==> src/rtl/stack_program_sequencer.sv <==
// Program sequencer for the nibble-processor family: next-address generation with
// a hardware call/return stack, a loop counter, stall, and sticky stack-error flags.
module stack_program_sequencer #(
    parameter int ADDR_W      = 8,
    parameter int STACK_DEPTH = 4,
    parameter int LOOP_W      = 4
) (
    input  logic                                   clk,
    input  logic                                   reset,
    input  logic                                   stall,
    input  logic                                   jmp,
    input  logic                                   jmp_nz,
    input  logic                                   dont_jmp,
    input  logic                                   call,
    input  logic                                   ret,
    input  logic                                   loop_ld,
    input  logic                                   djnz,
    input  logic [ADDR_W-1:0]                      jmp_addr,
    input  logic [LOOP_W-1:0]                      loop_val,
    output logic [ADDR_W-1:0]                      pm_addr,
    output logic [ADDR_W-1:0]                      pc,
    output logic [ADDR_W-1:0]                      from_PS,
    output logic [$clog2(STACK_DEPTH+1)-1:0]       sp,
    output logic [LOOP_W-1:0]                      loop_cnt,
    output logic                                   stack_ovf,
    output logic                                   stack_unf
);

    localparam int                SP_W     = $clog2(STACK_DEPTH+1);
    localparam logic [SP_W-1:0]   SP_FULL  = SP_W'(STACK_DEPTH);
    localparam logic [LOOP_W-1:0] LOOP_ONE = LOOP_W'(1);

    logic [ADDR_W-1:0] r_pc;
    logic [SP_W-1:0]   r_sp;
    logic [LOOP_W-1:0] r_loop;
    logic              r_ovf;
    logic              r_unf;
    logic [ADDR_W-1:0] r_stack [STACK_DEPTH];

    logic [ADDR_W-1:0] w_pc_inc;
    logic [ADDR_W-1:0] w_next;
    logic [ADDR_W-1:0] w_top;
    logic              w_push;
    logic              w_pop;
    logic              w_ovf_set;
    logic              w_unf_set;
    logic              w_djnz_sel;
    logic              w_loop_dec;

    assign w_pc_inc = r_pc + 1'b1;

    // Top-of-stack read as a mux on sp so no index narrower/wider than the array is needed.
    always_comb begin
        w_top = '0;
        for (int i = 0; i < STACK_DEPTH; i++) begin
            if (r_sp == SP_W'(i + 1)) w_top = r_stack[i];
        end
    end

    always_comb begin
        w_next     = w_pc_inc;
        w_push     = 1'b0;
        w_pop      = 1'b0;
        w_ovf_set  = 1'b0;
        w_unf_set  = 1'b0;
        w_djnz_sel = 1'b0;
        w_loop_dec = 1'b0;
        if (stall) begin
            w_next = r_pc;
        end else if (ret) begin
            if (r_sp != '0) begin
                w_next = w_top;
                w_pop  = 1'b1;
            end else begin
                w_unf_set = 1'b1;
            end
        end else if (call) begin
            w_next = jmp_addr;
            if (r_sp != SP_FULL) w_push = 1'b1;
            else                 w_ovf_set = 1'b1;
        end else if (jmp) begin
            w_next = jmp_addr;
        end else if (jmp_nz) begin
            w_next = dont_jmp ? w_pc_inc : jmp_addr;
        end else if (djnz) begin
            // A selected djnz always blocks loop_ld, even when the counter is already 0.
            w_djnz_sel = 1'b1;
            w_loop_dec = (r_loop != '0);
            if (r_loop != '0 && r_loop != LOOP_ONE) w_next = jmp_addr;
        end
    end

    assign pm_addr = reset ? w_next : '0;

    always_ff @(posedge clk) begin
        if (!reset) begin
            r_pc   <= '0;
            r_sp   <= '0;
            r_loop <= '0;
            r_ovf  <= 1'b0;
            r_unf  <= 1'b0;
        end else begin
            r_pc <= w_next;
            if (w_push)     r_sp <= r_sp + 1'b1;
            else if (w_pop) r_sp <= r_sp - 1'b1;
            if (w_loop_dec)
                r_loop <= r_loop - 1'b1;
            else if (loop_ld && !stall && !w_djnz_sel)
                r_loop <= loop_val;
            if (w_ovf_set) r_ovf <= 1'b1;
            if (w_unf_set) r_unf <= 1'b1;
        end
    end

    // Stack storage needs no reset; entries at or above sp are never read.
    always_ff @(posedge clk) begin
        for (int i = 0; i < STACK_DEPTH; i++) begin
            if (reset && w_push && r_sp == SP_W'(i)) r_stack[i] <= w_pc_inc;
        end
    end

    assign pc        = r_pc;
    assign from_PS   = r_pc;
    assign sp        = r_sp;
    assign loop_cnt  = r_loop;
    assign stack_ovf = r_ovf;
    assign stack_unf = r_unf;

endmodule

==> config.mk <==
export PLATFORM = sky130hd
export DESIGN_NAME = stack_program_sequencer
export DESIGN_NICKNAME = d
export VERILOG_FILES = /design/src/rtl/stack_program_sequencer.sv
export SDC_FILE = /design/constraint.sdc
export NUM_CORES = 1
export LEC_CHECK = 0
export BUFFER_PORTS_ARGS = -buffer_cell sky130_fd_sc_hd__buf_2
export CORE_MARGIN = 5
export CORE_UTILIZATION = 54
export DETAILED_ROUTE_END_ITERATION = 8
export PLACE_DENSITY = 0.76
export SYNTH_ARGS = -nofsm -noshare
export SYNTH_HDL_FRONTEND = slang
export SYNTH_SLANG_ARGS = --single-unit
==> constraint.sdc <==
create_clock -name clk -period 2.56 [get_ports clk]
set_input_delay 0.512 -clock clk [delete_from_list [all_inputs] [get_ports clk]]
set_output_delay 0.512 -clock clk [all_outputs]
set_load 0.01 [all_outputs]
==> run_results.csv <==
group,metric,value,unit
status,status,"finished, violations left",
status,violations,"setup timing",
grt,grt_overflow,0,
setup_path,reg2reg_depth,9,
grt,grt_pass1_vias,2148,
clock_network,clockBufferDepth,2,
pwr,sw_frac_of_total,28.84,%
grt,grt_pass1_wl,10490,microns
timing,fin_crit_sh,101.0,%
pwr,cellPowerDensity,560.4,nW/um^2
pwr,power,0.001984,W
pwr,leakagePower,1.402,nW
timing,drv_slew,0,
drt,first_iter_violations,228,
drt,wl_met2,3872,microns
setup_path,crit_type,"reg -> out",
timing,maxSlewHeadroom,65.87,%
setup_path,crit_fanout,6,
cells_and_area,layout-drive-gt1-share,48.29,%
die,die_h,78.50,microns
pwr,p_comb_share,26.4,%
min_path,hold_path.class,"in -> reg",
timing,final.setup.tns,-0.05105,ns
setup_path,critPathLaunchType,"register",
timing,hold_viol,0,
clock_network,insertion_delay,0.30,ns
logic_synthesis,synthFlopType,"edfxtp_1",
drt,highest-signal-layer,"met4",
logic_synthesis,ys_warn_count,0,
drt,drcViolationCount,0,
die,initial_utilization,54.73,%
drt,final_antenna_net_count,0,
setup_path,required,2.05,ns
timing,max_slew.worst_pin.slew,0.5082,ns
timing,finalWorstSetupSlack,-0.02492,ns
clock_network,cts_tree,"built",
drt,dr_wl_met3,393,microns
pwr,ir_drop,0.3815,mV
placed_design,dp_hpwl,4502,microns
logic_synthesis,ys_seq_area_share,51.36,%
cells_and_area,final_common_cell,"buf_2",
drt,detail_route.wl_per_cell,19.46,microns
timing,setup_viol,3,
logic_synthesis,ys_types,55,
pwr,internal-power,0.001412,W
pwr,clkPwrFrac,27.5,%
logic_synthesis,synth_nets,267,
setup_path,end_kind,"output pin",
min_path,hold_depth,3,
grt,grt_usage,21.54,%
drt,vias,2223,
drt,wl_met1,2992,microns
cells_and_area,layout_common_cells,"buf_2 (54), buf_4 (34), edfxtp_1 (32)",
drt,first_pass_iters,4,
clock_network,clk_pin_slew,0.09,ns
die,die_w,78.50,microns
logic_synthesis,syn_area,2534,sq um
placed_design,place.gp.congestion,0.8342,
cells_and_area,nets,352,
timing,min_period,2.585,ns
clock_network,htreeDepth,2,
die,pin_count,55,
timing,finalClockSkew,0.006770,ns
pwr,p_seq_share,46.1,%
logic_synthesis,ys_ff_latch,49,
timing,rsz0062_at_grt,"true",
logic_synthesis,synthArstFlopShare,0,%
logic_synthesis,synth_area_per_cell,10.78,sq um
die,num_rows,25,
grt,antenna_found_initial,0,
timing,max_freq,386.9,MHz
cells_and_area,syn_to_final_growth,39.75,%
cells_and_area,diodes,0,
die,coreArea,4629,sq um
grt,grt_max_degree,16,
die,fp.dieArea,6162,sq um
drt,via_per_inst,5.928,
pwr,netSwitchingPower,0.0005723,W
drt,wl,7299,microns
clock_network,cts_buffers,5,
placed_design,io_buffers,54,
setup_path,crit_arrival,2.07,ns
clock_network,cts_root_buffer,"clkbuf_8",
clock_network,cts.sinks,49,
job,maxCapViolCount,0,
clock_network,hold_buffers,0,
logic_synthesis,synth_edf_count,32,
logic_synthesis,synthesis.instances,235,
## synthesized netlist by cell type, types with 5 or more instances
cell      number  share of area [%]
buf_2          5               0.99
ha_1          10                4.9
dfxtp_1       17                 13
nor2_1        14                2.1
edfxtp_1      32                 38
nand2_1       15                2.2
inv_1         10                1.5
a31oi_1        7                1.7
mux2i_1        6                2.4
a21oi_1       10                2.0
o21ai_1        5               0.99
nand3_1       15                3.0
buf_4          8                2.4
a22oi_1        6                1.8
## repair_timing
item | 4_1_cts | 5_1_grt
gates resized for setup | 36 | 41
cloned | 0 | 0
pin swaps | 12 | 18
endpoints found under the setup margin | 8 | 8
setup buffers | 13 | 7
## state kept, by name, summed over array words and instances, names as in the netlist
| name | count |
|---|---|
| from_PS | 8 |
| loop_cnt | 4 |
| r_stack | 32 |
| sp | 3 |
| stack_ovf | 1 |
| stack_unf | 1 |
## final timing paths
path	end	slack [ns]	start
worst min register to register	stack_ovf	0.48	stack_ovf
worst max-delay path	pm_addr[0]	-0.02	sp[0]
worst max register to register	r_stack[1][3]	0.43	sp[0]
worst min-delay path	loop_cnt[1]	0.46	loop_val[1]
## stage by stage
| stage | cells | worst slack [ns] | util [%] | area [sq um] | hold WS, ns |
|---|---|---|---|---|---|
| 6_report | 375 | -0.02492 | 76.49 | 3541 | 0.4633 |
| 3_3_place_gp | 347 | 0.1335 | 63.27 | 2929 | 0.4562 |
| 3_5_place_dp | 347 | 0.09503 | 63.27 | 2929 | 0.4560 |
| 5_1_grt | 375 | -0.1248 | 76.49 | 3541 | 0.4963 |
| 2_1_floorplan | 235 | 0.1188 | - | 2534 | 0.5050 |
| 4_1_cts | 368 | -0.009280 | 71.19 | 3296 | 0.4623 |
## area by class of cell
type	count	area (sq um)
flip-flops and latches	49	1318
fillers	301	1089
clock inverters	2	33.78
multi-input cells	157	1381
inverters	12	55.05
clock buffers	6	72.57
well taps	54	67.56
repair buffers	95	613.1
## logic make-up after synthesis
logic type / synth area share (%)
buffers and inverters: 5.728
XOR/XNOR: 2.420
flip-flops: 51.36
AND/OR/NAND/NOR: 16.00
multiplexers: 2.370
AO/OA/AOI/OAI: 17.19
adder cells (fa/ha/maj): 4.938
## critical path: stages, from the launching register on
cell      delay, ns
dfxtp_4        0.41
inv_4          0.06
ha_4           0.15
nor2b_1        0.10
buf_4          0.17
buf_4          0.13
a22oi_1        0.07
o21bai_1       0.13
a21oi_1        0.10
nor4_2         0.29
buf_2          0.18
## power by group through the flow
stage               logic (W)  registers, W  clock network (W)
global placement     0.000377      0.000926                  0
global route         0.000560      0.000920           0.000587
floorplan            0.000223      0.000934                  0
CTS                  0.000443      0.000912           0.000546
finish               0.000524      0.000916           0.000545
detailed placement   0.000382      0.000927                  0
## layer usage
metal  global-route usage [%]  vias up
met3                    3.326        4
met4                    4.895        0
met5                        0        -
li1                         -     1053
met2                    37.78       80
met1                    27.88     1086
Power figures use the tool's default switching activity.
